File: config.mk
export PLATFORM = sky130hd
export DESIGN_NAME = instr_fetch
export DESIGN_NICKNAME = d
export VERILOG_FILES = /design/src/rtl/instr_fetch.sv
export SDC_FILE = /design/constraint.sdc
export NUM_CORES = 1
export LEC_CHECK = 0
export BUFFER_PORTS_ARGS = -buffer_cell sky130_fd_sc_hd__buf_2
export CAP_MARGIN = 0
export CORE_ASPECT_RATIO = 0.8
export CORE_MARGIN = 1.5
export CORE_UTILIZATION = 62
export CTS_BUF_LIST = sky130_fd_sc_hd__clkbuf_16
export DETAILED_ROUTE_END_ITERATION = 7
export PLACE_DENSITY = 0.81
export SYNTH_ARGS = -nofsm -noshare
export SYNTH_HDL_FRONTEND = slang
export SYNTH_SLANG_ARGS = --single-unit
File: constraint.sdc
create_clock -name clk -period 13.4 [get_ports clk]
set_input_delay 0.67 -clock clk [delete_from_list [all_inputs] [get_ports clk]]
set_output_delay 0.67 -clock clk [all_outputs]
set_load 0.005 [all_outputs]
File: src/rtl/instr_fetch.sv
// RV32I instruction fetch stage: owns the PC, issues word requests over a req/gnt/rvalid
// handshake, queues returned words with their PCs, and redirects on taken branches.

module instr_fetch #(
    parameter logic [31:0] RESET_PC = 32'h0000_0000,
    parameter int          DEPTH    = 2
) (
    input  logic        clk,
    input  logic        rst,
    output logic        mem_req_o,
    output logic [31:0] mem_addr_o,
    input  logic        mem_gnt_i,
    input  logic        mem_rvalid_i,
    input  logic [31:0] mem_rdata_i,
    output logic        instr_valid_o,
    input  logic        instr_ready_i,
    output logic [31:0] instr_o,
    output logic [31:0] pc_o,
    input  logic        PCSrc,
    input  logic [31:0] ImmOp
);

    localparam int PW = (DEPTH > 1) ? $clog2(DEPTH) : 1;
    localparam int CW = $clog2(DEPTH + 1);
    localparam int SW = CW + 1;
    localparam logic [CW-1:0] CNT_ZERO = {CW{1'b0}};
    localparam logic [CW-1:0] CNT_ONE  = CW'(1'b1);

    function automatic logic [PW-1:0] ptr_add(input logic [PW-1:0] base, input logic [CW-1:0] off);
        int sum;
        sum = int'(base) + int'(off);
        if (sum >= DEPTH) begin
            sum = sum - DEPTH;
        end
        return PW'(sum);
    endfunction

    logic [31:0]   fetch_pc_q, fetch_pc_d;
    logic [31:0]   q_instr_q [DEPTH];
    logic [31:0]   q_instr_d [DEPTH];
    logic [31:0]   q_pc_q    [DEPTH];
    logic [31:0]   q_pc_d    [DEPTH];
    logic [31:0]   pf_pc_q   [DEPTH];
    logic [31:0]   pf_pc_d   [DEPTH];
    logic [PW-1:0] q_head_q, q_head_d;
    logic [PW-1:0] pf_head_q, pf_head_d;
    logic [CW-1:0] q_count_q, q_count_d;
    logic [CW-1:0] outst_q, outst_d;
    logic [CW-1:0] discard_q, discard_d;

    logic          valid_s, pop_s, redirect_s, req_s, grant_s, rsp_s, accept_s;
    logic [SW-1:0] used_s;
    logic [PW-1:0] q_tail_s, pf_tail_s;

    // Handshake decode; the slot freed by a same-cycle pop is reusable so L=1 streams at full rate.
    always_comb begin
        valid_s    = (q_count_q != CNT_ZERO);
        pop_s      = valid_s && instr_ready_i;
        redirect_s = pop_s && PCSrc;
        used_s     = SW'(q_count_q) + SW'(outst_q) - SW'(pop_s);
        req_s      = !rst && !redirect_s && (used_s < SW'(DEPTH));
        grant_s    = req_s && mem_gnt_i;
        rsp_s      = mem_rvalid_i && (outst_q != CNT_ZERO);
        accept_s   = rsp_s && (discard_q == CNT_ZERO) && !redirect_s;
        q_tail_s   = ptr_add(q_head_q, q_count_q);
        pf_tail_s  = ptr_add(pf_head_q, outst_q);
    end

    // Next-state for PC, in-flight tracking and the instruction queue.
    always_comb begin
        q_instr_d = q_instr_q;
        q_pc_d    = q_pc_q;
        pf_pc_d   = pf_pc_q;

        if (redirect_s) begin
            fetch_pc_d = (pc_o + ImmOp) & 32'hFFFF_FFFC;
        end else if (grant_s) begin
            fetch_pc_d = fetch_pc_q + 32'd4;
        end else begin
            fetch_pc_d = fetch_pc_q;
        end

        if (grant_s) begin
            pf_pc_d[pf_tail_s] = fetch_pc_q;
        end else begin
            pf_pc_d = pf_pc_q;
        end
        if (rsp_s) begin
            pf_head_d = ptr_add(pf_head_q, CNT_ONE);
        end else begin
            pf_head_d = pf_head_q;
        end
        outst_d = outst_q + (grant_s ? CNT_ONE : CNT_ZERO) - (rsp_s ? CNT_ONE : CNT_ZERO);

        // A response landing in the redirect cycle is dropped here, not counted as discard.
        if (redirect_s) begin
            discard_d = outst_q - (rsp_s ? CNT_ONE : CNT_ZERO);
        end else if (rsp_s && (discard_q != CNT_ZERO)) begin
            discard_d = discard_q - CNT_ONE;
        end else begin
            discard_d = discard_q;
        end

        if (redirect_s) begin
            q_head_d  = q_head_q;
            q_count_d = CNT_ZERO;
        end else begin
            if (accept_s) begin
                q_instr_d[q_tail_s] = mem_rdata_i;
                q_pc_d[q_tail_s]    = pf_pc_q[pf_head_q];
            end else begin
                q_instr_d = q_instr_q;
            end
            if (pop_s) begin
                q_head_d = ptr_add(q_head_q, CNT_ONE);
            end else begin
                q_head_d = q_head_q;
            end
            q_count_d = q_count_q + (accept_s ? CNT_ONE : CNT_ZERO) - (pop_s ? CNT_ONE : CNT_ZERO);
        end
    end

    // State registers.
    always_ff @(posedge clk or posedge rst) begin
        if (rst) begin
            fetch_pc_q <= RESET_PC & 32'hFFFF_FFFC;
            q_head_q   <= {PW{1'b0}};
            pf_head_q  <= {PW{1'b0}};
            q_count_q  <= CNT_ZERO;
            outst_q    <= CNT_ZERO;
            discard_q  <= CNT_ZERO;
            for (int i = 0; i < DEPTH; i++) begin
                q_instr_q[i] <= 32'h0000_0000;
                q_pc_q[i]    <= 32'h0000_0000;
                pf_pc_q[i]   <= 32'h0000_0000;
            end
        end else begin
            fetch_pc_q <= fetch_pc_d;
            q_head_q   <= q_head_d;
            pf_head_q  <= pf_head_d;
            q_count_q  <= q_count_d;
            outst_q    <= outst_d;
            discard_q  <= discard_d;
            q_instr_q  <= q_instr_d;
            q_pc_q     <= q_pc_d;
            pf_pc_q    <= pf_pc_d;
        end
    end

    assign mem_req_o     = req_s;
    assign mem_addr_o    = fetch_pc_q;
    assign instr_valid_o = valid_s;
    assign instr_o       = q_instr_q[q_head_q];
    assign pc_o          = q_pc_q[q_head_q];

endmodule

==> impl_metrics.csv <==
group,metric,value,unit
outcome,status,"completed",
finish,finalNonFillerCells,1456,
sta,hold_viol_final,0,
global_route,grt.total_usage,0.289,
yosys,synth-seq-cells,222,
sta,whs,0.396,ns
yosys,ys_seq_area_frac,0.476,
power_and_ir_drop,combinationalPowerShare,0.492,
sta,fin_crit,4.47,ns
power_and_ir_drop,power.switching,1.51,mW
floorplan,die_w,156,um
placement,dpl-instance-area,12600,sq um
sta,rsz0062_at_grt,"false",
sta,slew-limit-headroom,0.243,
cts,ctsHoldBuffers,0,
worst_setup_path,path_max_fanout,20,
finish,nFillCells,1305,
routing,via_per_inst,5.93,
worst_setup_path,cp-end-kind,"flip-flop",
floorplan,die_area,19700,sq um
sta,setup_viol,0,
routing,drt_first_pass_iters,5,
floorplan,boundaryPins,168,
yosys,synth_edf_count,0,
cts,cts.sinks,222,
sta,period_share,0.333,
power_and_ir_drop,power_density,283,nW/um^2
cts,cts_made_buffers,23,
cts,clk_pin_slew,0.06,ns
sta,fin_tns_setup,0,ns
finish,area_delta_synth_final,14.6,%
worst_setup_path,critPathLaunchType,"flip-flop",
sta,skew,0.0173,ns
cts,cts_tree,"done",
sta,worstMarginPinSlew,1.13,ns
routing,finalWirelength,27700,um
worst_hold_path,hold_class,"input pin to async pin",
routing,drc,0,
sta,max_freq,0.224,GHz
power_and_ir_drop,p_sw_frac,0.400,
cts,cts_root_buf,"clkbuf_16",
power_and_ir_drop,ir_drop,0.156,mV
routing,vias,8627,
cts,clock_latency,0.51,ns
placement,dp_hpwl,19000,um
routing,final_antenna_net_count,0,
finish,drive_gt1_frac,0.347,
worst_setup_path,worstSetupPathType,"flip-flop to flip-flop",
global_route,grt_max_degree,143,
yosys,async_reset_ff_frac,1.00,
power_and_ir_drop,clkPwrFrac,0.166,
floorplan,rows,44,
floorplan,start_util,0.639,
placement,io_buffers,161,
worst_setup_path,arrival,4.85,ns
global_route,grt_pass1_wl,45200,um
yosys,syn_area_per_cell,11.2,sq um
cts,cts_buffer_depth,3,
yosys,synthCells,1045,
flow_run,drv_cap,0,
yosys,synth_cell_types,71,
power_and_ir_drop,sequentialPowerShare,0.342,
finish,antennaDiodeCount,0,
yosys,synth-main-ff-cell,"dfrtp_1",
routing,drt_iter0_drc,545,
global_route,grt_pass1_vias,8705,
cts,post_cts_buffers,0,
yosys,ys_warn_count,0,
floorplan,die-height,126,um
global_route,antenna_found_initial,0,
finish,final_area,13400,sq um
power_and_ir_drop,internal-power,2.27,mW
finish,postLayoutCoreUtil,0.732,
finish,final_nets,1294,
worst_setup_path,critPathRequiredTime,13.78,ns
power_and_ir_drop,p_leak,6.12,nW
placement,placed_cells,1414,
yosys,netlist_area,11700,sq um
cts,htreeDepth,1,
floorplan,core_area,18300,sq um
placement,place.gp.congestion,0.918,
global_route,overflow,0,
sta,slew_violations,0,
cts,ctsResizeCount,0,
routing,avgRoutedWirePerCell,19.0,um
[worst max-delay path: stages, from the launching register on]
cell	delay, ns
dfrtp_1	0.44
or2_2	0.32
nand2_1	0.13
nor2_1	0.07
fa_1	0.50
nor2b_1	0.14
and4_1	0.77
inv_2	0.26
nor2_2	0.88
buf_4	0.42
mux2_2	0.38
[synthesized netlist by cell type, types with 3 or more instances]
cell type / n / area [sq um]
buf_4: 4 / 30.0
mux2i_1: 33 / 330
or3_1: 6 / 37.5
a211oi_1: 5 / 37.5
o31ai_1: 7 / 52.6
xnor2_1: 27 / 236
nor3_1: 9 / 45.0
nor4_4: 3 / 63.8
nand3_1: 14 / 70.1
mux2_2: 186 / 2090
a21oi_1: 100 / 500
xor2_1: 23 / 201
clkbuf_1: 20 / 75.1
a21o_1: 9 / 67.6
o211a_1: 3 / 30.0
and3_1: 7 / 43.8
ha_1: 37 / 463
dfrtp_1: 222 / 5560
a211o_1: 3 / 26.3
buf_2: 23 / 115
nand2_1: 58 / 218
o21ai_0: 30 / 150
buf_1: 8 / 30.0
o22ai_1: 3 / 18.8
inv_1: 18 / 67.6
nand4_1: 17 / 106
and4_1: 4 / 35.0
nor2b_1: 6 / 37.5
nor2_1: 101 / 379
o21a_1: 6 / 45.0
[path summary, 6_finish.rpt]
check | from | end | slack, ns | cells after the start
min in group clk | mem_rdata_i[23] | q_instr_q[55] | 0.40 | 2
worst min-delay path | rst | q_instr_q[41] | 0.40 | 2
worst max register to register | q_count_q[0] | pf_pc_q[29] | 8.93 | 10
worst max-delay path | q_count_q[0] | pf_pc_q[29] | 8.93 | 10
worst min register to register | q_instr_q[15] | q_instr_q[15] | 0.50 | 1
max in group asynchronous | rst | q_head_q | 11.42 | 3
[per-layer routing]
| layer | routed length [um] | up-vias | part of all wire | GRT usage |
|---|---|---|---|---|
| met5 | 0 | - | 0 | 0 |
| met4 | 611 | 0 | 0.022 | 0.0773 |
| met3 | 2190 | 50 | 0.079 | 0.0633 |
| met2 | 12600 | 316 | 0.45 | 0.454 |
| met1 | 12300 | 4250 | 0.44 | 0.409 |
| li1 | - | 4011 | - | - |
[cell families (layout without fill, tap and decap cells)]
| kind of cell | count (synthesis) | in the layout | synth area share |
|---|---|---|---|
| other | 1 | 4 | 0.000321 |
| xor gates and xnor gates | 50 | 50 | 0.0375 |
| and+or+nand+nor | 246 | 246 | 0.104 |
| AOI/OAI and AO/OA | 194 | 194 | 0.104 |
| DFF | 222 | 222 | 0.476 |
| muxes | 219 | 219 | 0.208 |
| buffers and inverters | 75 | 230 | 0.0285 |
| adders and majority gates | 38 | 38 | 0.0414 |
[layout by cell type, fill, tap and decap left out, drive strengths merged, types with 3 or more instances in the layout]
| cell type | instances |
|---|---|
| and3 | 7 |
| o211a | 3 |
| dfrtp | 222 |
| bufinv | 3 |
| and4 | 4 |
| buf | 169 |
| a21oi | 102 |
| o21a | 6 |
| nor3 | 10 |
| nor2 | 101 |
| a21o | 9 |
| or3 | 7 |
| clkbuf | 23 |
| nor4 | 4 |
| or2 | 4 |
| xor2 | 23 |
| a211oi | 7 |
| clkinv | 9 |
| o21ai | 35 |
| nand4 | 19 |
| inv | 24 |
| mux2 | 186 |
| ha | 37 |
| nand3 | 14 |
| o31ai | 7 |
| a211o | 3 |
| xnor2 | 27 |
| conb | 4 |
| nor2b | 6 |
| o22ai | 3 |
| mux2i | 33 |
| nand2 | 60 |
[power by group through the flow]
| stage | combinational (mW) | sequential, mW | clock, mW |
|---|---|---|---|
| after global routing | 2.05 | 1.34 | 0.668 |
| after global placement | 1.78 | 1.27 | 0 |
| after detailed placement | 1.83 | 1.30 | 0 |
| final | 1.86 | 1.29 | 0.630 |
| after CTS | 1.85 | 1.29 | 0.641 |
| after floorplan | 1.38 | 1.18 | 0 |
[cell type report]
cell class | instances | area [sq um] | area share
Inverter | 19 | 78.8 | 0.00589
Multi-Input combinational cell | 751 | 5810 | 0.435
Clock inverter | 19 | 166 | 0.0124
Sequential cell | 222 | 5560 | 0.416
Clock buffer | 23 | 576 | 0.0430
Tap cell | 253 | 317 | 0.0237
Timing Repair Buffer | 169 | 866 | 0.0647
[stage by stage]
| step | worst slack [ns] | power (mW) |
|---|---|---|
| 6_report | 8.93 | 3.79 |
| 5_1_grt | 8.78 | 4.05 |
| 4_1_cts | 9.01 | 3.78 |
| 3_5_place_dp | 8.97 | 3.13 |
| 3_3_place_gp | 9.01 | 3.05 |
| 2_1_floorplan | 6.65 | 2.56 |
[state kept, by name, summed over array words and instances, names as in the netlist]
register,count
q_count_q,2
q_head_q,1
outst_q,2
q_pc_q,60
pf_pc_q,60
q_instr_q,64
mem_addr_o,30
pf_head_q,1
discard_q,2
Note: power is estimated with default switching activity, not from simulation.
